--- src/rtl/memory_bus_pkg.sv ---
// Shared definitions for the CPU memory responder: region enum, address map
// boundaries and OAM DMA constants.
package memory_bus_pkg;

    typedef enum logic [2:0] {
        CART     = 3'd0,
        VRAM     = 3'd1,
        WRAM     = 3'd2,
        OAM      = 3'd3,
        IO       = 3'd4,
        HRAM     = 3'd5,
        DMA_REG  = 3'd6,
        UNUSABLE = 3'd7
    } mem_region_e;

    typedef enum logic [1:0] {
        DMA_IDLE   = 2'd0,
        DMA_SETUP  = 2'd1,
        DMA_ACTIVE = 2'd2
    } dma_state_e;

    localparam logic [15:0] CART_LO_END  = 16'h7FFF;
    localparam logic [15:0] VRAM_END     = 16'h9FFF;
    localparam logic [15:0] CART_HI_END  = 16'hBFFF;
    localparam logic [15:0] WRAM_END     = 16'hDFFF;
    localparam logic [15:0] ECHO_START   = 16'hE000;
    localparam logic [15:0] ECHO_END     = 16'hFDFF;
    localparam logic [15:0] OAM_START    = 16'hFE00;
    localparam logic [15:0] OAM_END      = 16'hFE9F;
    localparam logic [15:0] UNUSABLE_END = 16'hFEFF;
    localparam logic [15:0] IO_END       = 16'hFF7F;
    localparam logic [15:0] IE_ADDR      = 16'hFFFF;
    localparam logic [15:0] DMA_REG_ADDR = 16'hFF46;

    localparam logic [7:0]  ECHO_SRC_MIN    = 8'hE0;
    localparam int          HRAM_DEPTH      = 127;
    localparam int          DMA_LEN_DEFAULT = 160;

    // Echo RAM (E000-FDFF) aliases C000-DDFF: drop address bit 13.
    function automatic logic [15:0] clear_bit13(input logic [15:0] a);
        return {a[15:14], 1'b0, a[12:0]};
    endfunction

endpackage

--- src/rtl/memory_bus_hram.sv ---
// 127x8 single-port synchronous RAM (high RAM), one-cycle read latency.
// Contents are deliberately left unreset.
module hram
    import memory_bus_pkg::*;
(
    input  logic       clk,
    input  logic       sel,
    input  logic       we,
    input  logic [6:0] addr,
    input  logic [7:0] wdata,
    output logic [7:0] rdata
);

    logic [7:0] mem_r [0:HRAM_DEPTH-1];
    logic [7:0] rdata_r;

    // Write on selected write cycles, otherwise register the addressed byte.
    always_ff @(posedge clk) begin
        if (sel) begin
            if (we) begin
                mem_r[addr] <= wdata;
            end else begin
                rdata_r <= mem_r[addr];
            end
        end
    end

    assign rdata = rdata_r;

endmodule

--- src/rtl/memory_bus.sv ---
// CPU memory responder: decodes per-M-cycle requests onto a shared one-hot
// target bus, holds HRAM internally and runs the OAM DMA engine at FF46.
module memory_bus
    import memory_bus_pkg::*;
#(
    parameter int DMA_LEN = DMA_LEN_DEFAULT
) (
    input  logic        clk,
    input  logic        reset_n,
    input  logic [1:0]  t_cycle,
    input  logic        cpu_mem_enable,
    input  logic        cpu_mem_write,
    input  logic [15:0] cpu_addr,
    input  logic [7:0]  cpu_data_out,
    output logic [7:0]  cpu_data_in,
    output logic [15:0] bus_addr,
    output logic [7:0]  bus_wdata,
    output logic        bus_write,
    output logic        sel_cart,
    output logic        sel_vram,
    output logic        sel_wram,
    output logic        sel_oam,
    output logic        sel_io,
    input  logic [7:0]  cart_rdata,
    input  logic [7:0]  vram_rdata,
    input  logic [7:0]  wram_rdata,
    input  logic [7:0]  oam_rdata,
    input  logic [7:0]  io_rdata,
    output logic        dma_active
);

    localparam logic [7:0] DMA_LAST_IDX = 8'(DMA_LEN - 1);

    function automatic mem_region_e decode_addr(input logic [15:0] a);
        mem_region_e r;
        if (a <= CART_LO_END)       r = CART;
        else if (a <= VRAM_END)     r = VRAM;
        else if (a <= CART_HI_END)  r = CART;
        else if (a <= ECHO_END)     r = WRAM;
        else if (a <= OAM_END)      r = OAM;
        else if (a <= UNUSABLE_END) r = UNUSABLE;
        else if (a == DMA_REG_ADDR) r = DMA_REG;
        else if (a <= IO_END)       r = IO;
        else if (a == IE_ADDR)      r = IO;
        else                        r = HRAM;
        return r;
    endfunction

    function automatic logic [7:0] read_mux(input mem_region_e r,
                                            input logic [7:0] cart, vram, wram,
                                            input logic [7:0] oam, io, hr, dreg);
        logic [7:0] d;
        case (r)
            CART:    d = cart;
            VRAM:    d = vram;
            WRAM:    d = wram;
            OAM:     d = oam;
            IO:      d = io;
            HRAM:    d = hr;
            DMA_REG: d = dreg;
            default: d = 8'hFF;
        endcase
        return d;
    endfunction

    dma_state_e  state_r, next_state_s;
    logic [7:0]  idx_r, next_idx_s;
    logic [7:0]  src_r;
    logic        load_src_s, start_s, boundary_s;
    logic        dma_active_r;

    logic [15:0] dma_base_s, dma_src_addr_s;
    mem_region_e dma_src_region_s, dma_region_r;
    mem_region_e cpu_region_s, cpu_eff_region_s, cpu_region_r;
    logic        cpu_rd_r, cpu_wr_r;
    logic [7:0]  cpu_rd_data_s, dma_rd_data_s;

    logic        sel_cart_r, sel_vram_r, sel_wram_r, sel_oam_r, sel_io_r;
    logic        sel_any_s;
    logic [15:0] bus_addr_r;
    logic [7:0]  bus_wdata_r, cpu_data_in_r;
    logic        bus_write_r;

    logic        hram_sel_r, hram_we_r;
    logic [6:0]  hram_addr_r;
    logic [7:0]  hram_wdata_r, hram_rdata_s;

    hram u_hram (
        .clk   (clk),
        .sel   (hram_sel_r),
        .we    (hram_we_r),
        .addr  (hram_addr_r),
        .wdata (hram_wdata_r),
        .rdata (hram_rdata_s)
    );

    // DMA next-state: start on FF46 write at the M-cycle boundary, step per M-cycle.
    always_comb begin
        boundary_s   = (t_cycle == 2'd3);
        start_s      = boundary_s && cpu_mem_enable && cpu_mem_write &&
                       (cpu_addr == DMA_REG_ADDR);
        next_state_s = state_r;
        next_idx_s   = idx_r;
        load_src_s   = 1'b0;
        case (state_r)
            DMA_IDLE: begin
                if (start_s) begin
                    next_state_s = DMA_SETUP;
                    load_src_s   = 1'b1;
                end else begin
                    next_state_s = DMA_IDLE;
                end
            end
            DMA_SETUP: begin
                if (start_s) begin
                    next_state_s = DMA_SETUP;
                    load_src_s   = 1'b1;
                end else if (boundary_s) begin
                    next_state_s = DMA_ACTIVE;
                    next_idx_s   = 8'd0;
                end else begin
                    next_state_s = DMA_SETUP;
                end
            end
            DMA_ACTIVE: begin
                if (boundary_s) begin
                    if (idx_r == DMA_LAST_IDX) begin
                        next_state_s = DMA_IDLE;
                        next_idx_s   = 8'd0;
                    end else begin
                        next_idx_s = idx_r + 8'd1;
                    end
                end else begin
                    next_state_s = DMA_ACTIVE;
                end
            end
            default: begin
                next_state_s = DMA_IDLE;
                next_idx_s   = 8'd0;
            end
        endcase
    end

    // DMA state, index, source page and the registered active flag.
    always_ff @(posedge clk or negedge reset_n) begin
        if (!reset_n) begin
            state_r      <= DMA_IDLE;
            idx_r        <= 8'd0;
            src_r        <= 8'h00;
            dma_active_r <= 1'b0;
        end else begin
            state_r      <= next_state_s;
            idx_r        <= next_idx_s;
            dma_active_r <= (next_state_s == DMA_ACTIVE);
            if (load_src_s) begin
                src_r <= cpu_data_out;
            end else begin
                src_r <= src_r;
            end
        end
    end

    // Address/region decode for the CPU request and the upcoming DMA source byte.
    always_comb begin
        dma_base_s = {src_r, 8'h00} + {8'h00, next_idx_s};
        if (src_r >= ECHO_SRC_MIN) begin
            dma_src_addr_s = clear_bit13(dma_base_s);
        end else begin
            dma_src_addr_s = dma_base_s;
        end
        dma_src_region_s = decode_addr(dma_src_addr_s);
        cpu_region_s     = decode_addr(cpu_addr);
        if (!cpu_mem_enable) begin
            cpu_eff_region_s = UNUSABLE;
        end else if (dma_active_r && (cpu_region_s != HRAM)) begin
            cpu_eff_region_s = UNUSABLE;
        end else begin
            cpu_eff_region_s = cpu_region_s;
        end
        cpu_rd_data_s = read_mux(cpu_region_r, cart_rdata, vram_rdata, wram_rdata,
                                 oam_rdata, io_rdata, hram_rdata_s, src_r);
        dma_rd_data_s = read_mux(dma_region_r, cart_rdata, vram_rdata, wram_rdata,
                                 oam_rdata, io_rdata, hram_rdata_s, src_r);
        sel_any_s = sel_cart_r | sel_vram_r | sel_wram_r | sel_oam_r | sel_io_r;
    end

    // Target bus sequencing: CPU owns t1-t2 when idle; DMA owns t0-t2 when active.
    always_ff @(posedge clk or negedge reset_n) begin
        if (!reset_n) begin
            sel_cart_r    <= 1'b0;
            sel_vram_r    <= 1'b0;
            sel_wram_r    <= 1'b0;
            sel_oam_r     <= 1'b0;
            sel_io_r      <= 1'b0;
            bus_addr_r    <= 16'h0000;
            bus_wdata_r   <= 8'h00;
            bus_write_r   <= 1'b0;
            cpu_data_in_r <= 8'hFF;
            cpu_region_r  <= UNUSABLE;
            dma_region_r  <= UNUSABLE;
            cpu_rd_r      <= 1'b0;
            cpu_wr_r      <= 1'b0;
            hram_sel_r    <= 1'b0;
            hram_we_r     <= 1'b0;
            hram_addr_r   <= 7'd0;
            hram_wdata_r  <= 8'h00;
        end else begin
            case (t_cycle)
                2'd0: begin
                    cpu_region_r <= cpu_eff_region_s;
                    cpu_rd_r     <= cpu_mem_enable && !cpu_mem_write;
                    cpu_wr_r     <= cpu_mem_enable && cpu_mem_write;
                    hram_sel_r   <= (cpu_eff_region_s == HRAM);
                    hram_we_r    <= 1'b0;
                    hram_addr_r  <= cpu_addr[6:0];
                    hram_wdata_r <= cpu_data_out;
                    if (!dma_active_r) begin
                        sel_cart_r <= (cpu_eff_region_s == CART);
                        sel_vram_r <= (cpu_eff_region_s == VRAM);
                        sel_wram_r <= (cpu_eff_region_s == WRAM);
                        sel_oam_r  <= (cpu_eff_region_s == OAM);
                        sel_io_r   <= (cpu_eff_region_s == IO);
                        if (cpu_mem_enable) begin
                            bus_addr_r  <= (cpu_addr >= ECHO_START && cpu_addr <= ECHO_END)
                                           ? clear_bit13(cpu_addr) : cpu_addr;
                            bus_wdata_r <= cpu_data_out;
                        end
                    end
                end
                2'd1: begin
                    hram_we_r <= hram_sel_r && cpu_wr_r;
                    if (dma_active_r) begin
                        sel_cart_r  <= 1'b0;
                        sel_vram_r  <= 1'b0;
                        sel_wram_r  <= 1'b0;
                        sel_oam_r   <= 1'b1;
                        sel_io_r    <= 1'b0;
                        bus_addr_r  <= OAM_START + {8'h00, idx_r};
                        bus_wdata_r <= dma_rd_data_s;
                        bus_write_r <= 1'b1;
                    end else begin
                        bus_write_r <= cpu_wr_r && sel_any_s;
                    end
                end
                2'd2: begin
                    sel_cart_r  <= 1'b0;
                    sel_vram_r  <= 1'b0;
                    sel_wram_r  <= 1'b0;
                    sel_oam_r   <= 1'b0;
                    sel_io_r    <= 1'b0;
                    bus_write_r <= 1'b0;
                    hram_sel_r  <= 1'b0;
                    hram_we_r   <= 1'b0;
                    cpu_rd_r    <= 1'b0;
                    if (cpu_rd_r) begin
                        cpu_data_in_r <= cpu_rd_data_s;
                    end
                end
                2'd3: begin
                    if (next_state_s == DMA_ACTIVE) begin
                        sel_cart_r   <= (dma_src_region_s == CART);
                        sel_vram_r   <= (dma_src_region_s == VRAM);
                        sel_wram_r   <= (dma_src_region_s == WRAM);
                        sel_oam_r    <= (dma_src_region_s == OAM);
                        sel_io_r     <= (dma_src_region_s == IO);
                        bus_addr_r   <= dma_src_addr_s;
                        dma_region_r <= dma_src_region_s;
                        hram_sel_r   <= (dma_src_region_s == HRAM);
                        hram_we_r    <= 1'b0;
                        hram_addr_r  <= dma_src_addr_s[6:0];
                    end
                end
                default: begin
                    bus_write_r <= 1'b0;
                end
            endcase
        end
    end

    assign sel_cart    = sel_cart_r;
    assign sel_vram    = sel_vram_r;
    assign sel_wram    = sel_wram_r;
    assign sel_oam     = sel_oam_r;
    assign sel_io      = sel_io_r;
    assign bus_addr    = bus_addr_r;
    assign bus_wdata   = bus_wdata_r;
    assign bus_write   = bus_write_r;
    assign cpu_data_in = cpu_data_in_r;
    assign dma_active  = dma_active_r;

endmodule

--- config.mk ---
export PLATFORM = sky130hd
export DESIGN_NAME = memory_bus
export DESIGN_NICKNAME = d
export VERILOG_FILES = /design/src/rtl/memory_bus_pkg.sv /design/src/rtl/memory_bus_hram.sv /design/src/rtl/memory_bus.sv
export SDC_FILE = /design/constraint.sdc
export NUM_CORES = 1
export LEC_CHECK = 0
export CORE_MARGIN = 2
export CORE_UTILIZATION = 60
export CTS_CLUSTER_SIZE = 14
export DETAILED_ROUTE_END_ITERATION = 8
export PLACE_DENSITY_LB_ADDON = 0.15
export SETUP_SLACK_MARGIN = 0.02
export SYNTH_ARGS = -nofsm -noshare
export SYNTH_HDL_FRONTEND = slang
export SYNTH_SLANG_ARGS = --single-unit
--- constraint.sdc ---
create_clock -name clk -period 3.8 [get_ports clk]
set_clock_uncertainty 0.15 [all_clocks]
set_input_delay 0.76 -clock clk [delete_from_list [all_inputs] [get_ports clk]]
set_output_delay 0.76 -clock clk [all_outputs]
set_load 0.01 [all_outputs]
== Yosys cells after proc, flatten, opt, wreduce, memory -nomap -nowiden ==
Memory sizes are Yosys's and may differ from the RTL's. A register that Yosys moved wholly into a read port is not among the register bits.
Cells that the tools add are included.
Storage, ports and cells
  logic and storage cells: 191
  output and inout bits: 39
  memories kept: 1
  flip-flop bits (word level): 82
  bits in writable memories: 1016
  input bits: 70
Memories
  u_hram.mem_r: words 127, width 8, read ports 1, clocked after memory_dff 1, write ports 1, RTL line memory_bus_hram.sv:14  | logic [7:0] mem_r [0:HRAM_DEPTH-1];
Operators by class
  equal/unequal tests: 38
  reductions and logical operators: 32
  $add $sub $neg: 3
  magnitude comparators: 16
  multiplexer cells: 75
  bitwise gates (word level): 5
Operators by type and width (number)
  less-or-equal comparator 16 bit, second input constant: 12
  one-hot mux 8 bit (7 select lines): 2
  equality test 16 bit, second input constant: 4
  2-to-1 mux 16 bit: 4
  2-to-1 mux 8 bit: 7
  one-hot mux 16 bit (3 select lines): 1
  2-to-1 mux 3 bit: 12
  less-or-equal comparator 16 x 15 -> 1 bit, second input constant: 2
  equality test 3 bit, second input constant: 10
  2-to-1 mux 14 bit: 2
  2-to-1 mux 1 bit: 25
  equality test 3 x 2 -> 1 bit, second input constant: 8
  one-hot mux 8 bit (3 select lines): 1
  one-hot mux 1 bit (4 select lines): 5
  adder 16 x 8 -> 16 bit: 1
  >= comparator 16 bit, second input constant: 1
  2-to-1 mux 2 bit: 8
  one-hot mux 8 bit (2 select lines): 1
  one-hot mux 7 bit (2 select lines): 1
  equality test 3 x 1 -> 1 bit, second input constant: 4
  logical NOT 3 bit: 4
  adder 10 x 9 -> 11 bit, first input constant: 1
  AND reduction 2 bit: 5
  logical AND 1 bit: 9
  22 further kinds: 39

== Logic depth before layout (Yosys ltp) ==
Gate-level depths: netlist (run 1).
  depth after elaboration: 21
  gate-level depth with buffers: 13
  mapped depth without buffers: 7

== Hierarchy ==
Synthesis (run 1) repeated with hierarchy kept, for this count alone.
Unflattened totals
  cells, all modules: 2980
  area, all modules: 45401.0 um^2
By module, submodules not included
  hram: seq. area each 30749.5 um^2, cells an instance 2425, instances 1, area an instance 40297.4 um^2
  memory_bus: seq. area each 2069.5 um^2, cells an instance 555, instances 1, area an instance 5103.6 um^2

== Worst setup path before layout (run 1) ==
No wires, ideal clock.
  kind: register to register
  start point: register hram_addr_r[2]
  end point: memory u_hram.mem_r[29][0], enable pin
  cell stages (with the launch flop): 11
  arrival time: 2.486 ns
  setup time: 0.370 ns
  slack: 0.794 ns
  data required time: 3.280 ns
  clock period less this slack: 3.006 ns
  path buffers: 8
  cells stage by stage: dfrtp_1 > buf_4 > buf_4 > buf_2 > buf_2 > buf_4 > buf_2 > buf_2 > nand3_1 > clkbuf_1 > nor2_1
RTL lines
  from (decl): RTL line memory_bus.sv:85  | logic [6:0] hram_addr_r;
  from (signal assigned): RTL line memory_bus.sv:215  | hram_addr_r <= cpu_addr[6:0];
  from (signal assigned): RTL line memory_bus.sv:270  | hram_addr_r <= dma_src_addr_s[6:0];
  to (decl): RTL line memory_bus_hram.sv:14
No word-level cell before the write port.

==> results.json, run 1 <==
{
  "grt-ovfl-total": 0,
  "cts_resized": 0,
  "grt_usage_pct": 36.51,
  "setup_viol": 1,
  "grt_pass1_wl_um": 202300,
  "insertion_delay_ns": 0.69,
  "p_sw_share_pct": 28.88,
  "wire_per_inst_um": 33.54,
  "dp_slack_ns": 0.1409,
  "synth_cell_type_count": 75,
  "leakage_uw": 0.01805,
  "synth_fp_nets": 2860,
  "first_pass_iters": 8,
  "failed_checks": "setup timing",
  "slew_headroom_pct": 9.227,
  "cp.required_ns": 4.06,
  "num_io_pins": 109,
  "synth-edff-count": 1024,
  "rsz0062_at_grt": "false",
  "place_hpwl_um": 91770,
  "wl_um": 141500,
  "drt_iter0_markers": 4495,
  "crit_fanout": 18,
  "min_period_over_period_pct": 100.8,
  "setup_slack_ns": -0.03172,
  "clock_path_buffers": 3,
  "final_common_cell": "edfxtp_1",
  "routed_via_density": 6.940,
  "vias": 29290,
  "cts-root-buf": "clkbuf_16",
  "clockPowerShare_pct": 33.0,
  "die-width_um": 278.4,
  "area_delta_synth_final_pct": 17.23,
  "synth_top_flop_cell": "edfxtp_1",
  "fp-row-count": 100,
  "start_util_pct": 60.67,
  "net-switching-power_uw": 8820,
  "slew_viol_final": 0,
  "hold_path_class": "in -> async",
  "pwr_density_cell_mw_per_mm2": 576.7,
  "grt_pass1_vias": 28730,
  "synth_area_per_cell_um2": 16.22,
  "start_kind": "register",
  "fp.coreArea_mm2": 0.07445,
  "drtAntennaViolNets": 0,
  "criticalPathCategory": "reg -> reg",
  "numCtsBuffers": 108,
  "r2r_slack_ns": -0.03,
  "pwr-share-comb_pct": 19.8,
  "htreeDepth": 3,
  "grt_start_max_net_pins": 129,
  "outcome": "finished, violations left",
  "io_buffers": 108,
  "ys_seq_area_share_pct": 72.66,
  "seq_area_mm2": 0.03286,
  "drv_cap": 0,
  "clk_pin_slew_ns": 0.06,
  "final_cell_mix": "edfxtp_1 (1,024), buf_4 (340), nor2_1 (191)",
  "fp.dieH_um": 278.4,
  "nets": 3242,
  "ctsHoldBuffers": 0,
  "max_freq_mhz": 261.0,
  "mappedNetlistArea_mm2": 0.04517,
  "synth_warnings": 0,
  "final_util_pct": 71.12,
  "endpoint_kind": "register",
  "seqPwrFrac_pct": 47.2,
  "place_congestion": 0.9734,
  "multi_input_area_mm2": 0.01142,
  "cts_tree": "built",
  "tightestPinTransition_ns": 1.362,
  "fillers": 4750,
  "min_period_ns": 3.832,
  "p_int_uw": 21720,
  "cts.sink_count": 1106,
  "placed_cells": 4025,
  "crit_arrival_ns": 4.09,
  "synth-async-reset-ratio_pct": 7.414,
  "drc_errors": 0,
  "ys_seq_elements": 1106,
  "die_area_mm2": 0.07749,
  "layoutNonFillerInstCount": 4220,
  "antenna_found_initial": 6,
  "syn_inst": 2785,
  "peakVddDrop_mv": 0.5321,
  "whs_ns": 0.006448,
  "drive_above_1_share_pct": 23.24,
  "finalHoldViolCount": 0
}
[power by group through the flow]
stage          registers [uW]  logic, uW  clock network (uW)
4_1_cts                 14400       5830               10100
2_1_floorplan           14500       2980                   0
3_3_place_gp            14600       5730                   0
3_5_place_dp            14700       5790                   0
5_1_grt                 14400       6200               10600
6_report                14400       6060               10100
[metrics by stage]
stage	setup TNS [ns]	cell area, um^2	power (uW)
after floorplan	0	45170	17470
after global routing	0	52940	31220
after global placement	0	49630	20370
after detailed placement	0	49630	20450
after CTS	0	52910	30350
final	-0.03172	52950	30540
[layer usage]
metal / global-route usage (%) / routed length [um] / part of all wire, % / vias up
met2: 56.32 / 65140 / 46 / 2115
met5: 0 / 53 / 0.037 / -
met3: 8.622 / 16960 / 12 / 418
met4: 16.91 / 7799 / 5.5 / 8
met1: 49.90 / 51580 / 36 / 14790
li1: - / - / - / 11960
[cells by family (layout without fill, tap and decap cells)]
group	Yosys count	count (layout)	synth area share (%)
buffers and inverters	214	678	2.155
other	0	2	0
XOR/XNOR	4	4	0.07756
AND/OR/NAND/NOR	507	507	5.092
multiplexers	330	330	10.02
AO/OA/AOI/OAI	619	619	9.854
flip-flops	1106	1106	72.66
adder cells (fa/ha/maj)	5	5	0.1385
[worst max-delay path, stage by stage (launching register included)]
cell and delay (ns):
dfrtp_4 0.72, buf_16 0.26, and2_1 0.29, buf_4 0.25, a21oi_1 0.34, o21ai_0 0.18, a22oi_1 0.54, o22ai_1 0.24
or4_1 0.56
[final cells by class]
type                    instances  area share, %
flip-flops and latches       1106          62.06
multi-input cells            1465          21.57
repair buffers                471          7.765
clock buffers                 139          5.383
well taps                     969          2.290
clock inverters                53         0.8153
inverters                      15         0.1087
diodes                          2       0.009452
[Yosys cell counts, types with 26 or more instances]
cell / instances / area (um^2)
a22oi_1: 53 / 397.9
nand2_1: 153 / 574.3
mux4_2: 85 / 1914
clkbuf_1: 104 / 390.4
nor2b_1: 26 / 162.7
mux2i_1: 130 / 1301
a221oi_1: 94 / 823.3
a22o_1: 32 / 280.3
o22ai_1: 43 / 269.0
edfxtp_1: 1024 / 30750
a221o_1: 29 / 290.3
buf_2: 55 / 275.3
mux2_2: 114 / 1284
dfrtp_1: 68 / 1702
a21oi_1: 79 / 395.4
o21ai_0: 114 / 570.6
nor2_1: 194 / 728.2
[repair_timing]
action,4_1_cts,5_1_grt
setup buffers,0,1
setup endpoints to repair,0,3
hold endpoints to repair,0,0
[sequential cells by signal, summed over array words and instances, names as in the netlist, 3 cells and up]
register      flops
u_hram.mem_r   1016
bus_addr         16
bus_wdata         8
cpu_data_in       8
hram_wdata_r      8
idx_r             8
src_r             8
u_hram.rdata      8
hram_addr_r       7
cpu_region_r      3
dma_region_r      3
[final timing paths]
kind,cells after the start,to,from
max in group asynchronous,2,dma_active,reset_n
min,1,hram_wdata_r[0],reset_n
max,8,u_hram.rdata[1],hram_addr_r[2]
min in group clk,2,bus_addr[10],bus_addr[10]
max reg2reg,8,u_hram.rdata[1],hram_addr_r[2]
min reg2reg,2,bus_addr[10],bus_addr[10]
(Power assumes the default switching activity.)
==> inputs of run 2 (changes only) <==
Settings changed: RECOVER_POWER set to 25.
==> run 2 against run 1 <==
The flow finishes with violations (capacitance limit, slew limit, setup timing); clock power hardly changed; non-clock buffer count stayed put; via count is 0.31% higher; sequential share of layout area hardly changed; final cell count hardly changed; global-route usage stayed put; core utilization is 0.077 points lower; combinational power hardly changed; critical path type unchanged; largest cell class unchanged; highest routed layer unchanged.
==> results.json, run 2 (synthesized netlist as in run 1, its figures left out) <==
{
  "outcome": "finished, violations left",
  "failed_checks": "capacitance limit, slew limit, setup timing",
  "finalHoldViolCount": 0,
  "criticalPathCategory": "reg -> reg",
  "cts.sink_count": 1106,
  "place_area_mm2": 0.04963,
  "nets": 3242,
  "crit_fanout": 18,
  "slowest_stage": "dfrtp_4",
  "crit_arrival_ns": 4.13,
  "grt_usage_pct": 36.51,
  "pwr_density_cell_mw_per_mm2": 577.5,
  "area_delta_synth_final_pct": 17.10,
  "grt-ovfl-total": 0,
  "largest_reg_flops": 1016,
  "num_io_pins": 109,
  "clk_pin_slew_ns": 0.06,
  "grt_start_max_net_pins": 129,
  "wire_per_inst_um": 33.52,
  "setup_viol": 1,
  "rr_startpoint": "hram_addr_r[2]",
  "crit_end": "u_hram.rdata[1]",
  "drt_iter0_markers": 4536,
  "drive_above_1_share_pct": 23.05,
  "cts-root-buf": "clkbuf_16",
  "place_hpwl_um": 91770,
  "clock_path_buffers": 3,
  "seq_area_mm2": 0.03284,
  "placed_cells": 4025,
  "use_met3_pct": 8.622,
  "fp-row-count": 100,
  "slew_viol_final": 476,
  "grt_use_met2_pct": 56.32,
  "max_freq_mhz": 258.7,
  "setup_slack_ns": -0.06585,
  "busiest_layer": "met2",
  "layoutNonFillerInstCount": 4219,
  "io_buffers": 108,
  "start_kind": "register",
  "insertion_delay_ns": 0.69,
  "start_util_pct": 60.67,
  "vias": 29380,
  "power_uw": 30540,
  "r2r_end": "u_hram.rdata[1]",
  "final_common_cell": "edfxtp_1",
  "wl_um": 141400,
  "use_met1_pct": 49.90,
  "drv_cap": 6,
  "die-width_um": 278.4,
  "rr_worst_depth": 8,
  "grt_pass1_wl_um": 202300,
  "fin_setup_tns_ns": -0.06585,
  "fillers": 4765,
  "cts_tree": "built",
  "routed_via_density": 6.963,
  "tightestPinTransition_ns": 3.177,
  "crit_start": "hram_addr_r[2]",
  "min_period_ns": 3.866,
  "hold_path_class": "in -> async",
  "grt_pass1_vias": 28730,
  "fp.coreArea_mm2": 0.07445,
  "slew_headroom_pct": -111.8,
  "drc_errors": 0,
  "place_congestion": 0.9734,
  "regMostFlops": "u_hram.mem_r",
  "dp_slack_ns": 0.1409,
  "first_pass_iters": 6,
  "worstPathCellList": "buf_16 > and2_1 > buf_4 > a21oi_1 > o21ai_0 > a22oi_1 > o22ai_1 > or4_1",
  "numCtsBuffers": 108,
  "peakVddDrop_mv": 0.5324,
  "leakage_uw": 0.01804,
  "r2r_slack_ns": -0.07,
  "fp.dieH_um": 278.4,
  "multi_input_area_mm2": 0.01142,
  "antenna_found_initial": 6,
  "die_area_mm2": 0.07749,
  "rsz0062_at_grt": "false",
  "final_cell_mix": "edfxtp_1 (1,024), buf_4 (337), nor2_1 (191)",
  "drtAntennaViolNets": 0,
  "endpoint_kind": "register",
  "cp.required_ns": 4.06,
  "htreeDepth": 3,
  "finalInstanceArea_mm2": 0.05289,
  "min_period_over_period_pct": 101.7,
  "slowest_delay_ns": 0.72
}
-- run 2: worst min-delay path by stage --
| stage | to | slack [ns] | depth (start not counted) |
|---|---|---|---|
| after floorplan | bus_addr[0] | 0.31 | 0 |
| after global placement | bus_addr[4] | 0.31 | 1 |
| after detailed placement | bus_addr[10] | 0.32 | 2 |
| after CTS | hram_wdata_r[0] | 0.02 | 1 |
| after global routing | bus_addr[2] | 0.36 | 1 |
| final | hram_wdata_r[0] | 0.31 | 1 |
-- run 2: per-layer routing --
| layer | routed length, um | share of wire (%) |
|---|---|---|
| met3 | 17290 | 12 |
| met4 | 7843 | 5.5 |
| met5 | 86 | 0.061 |
| met2 | 64960 | 46 |
| met1 | 51240 | 36 |
-- run 2: timing repair --
action	CTS	global route
setup buffers	0	1
resized for setup	0	0
endpoints found under the setup margin	0	3
hold buffers	0	0
-- run 2: area by class of cell --
cell class	count	share of cell area [%]
Antenna cell	1	0.004731
Multi-Input combinational cell	1465	21.59
Inverter	15	0.1088
Timing Repair Buffer	471	7.703
Clock inverter	53	0.8162
Sequential cell	1106	62.10
Tap cell	969	2.292
Clock buffer	139	5.389
-- run 2: critical path: cells and delay by family, from the launching register on --
kind	cells	cell delay (ns)
AND/OR/NAND/NOR	2	0.85
flip-flops	1	0.72
AO/OA/AOI/OAI	4	1.33
buffers and inverters	2	0.52
-- run 2: power by group --
group / switching, uW / total, uW / internal (uW)
logic: 3750 / 6040 / 2290
registers: 552 / 14400 / 13900
clock network: 4510 / 10100 / 5560
total: 8810 / 30500 / 21700
-- run 2: through the flow --
stage / hold WS [ns] / util, %
after CTS: 0.01568 / 71.08
after floorplan: 0.3139 / -
after global placement: 0.3118 / 66.67
after detailed placement: 0.3193 / 66.67
after global routing: 0.3567 / 71.04
final: 0.3081 / 71.04
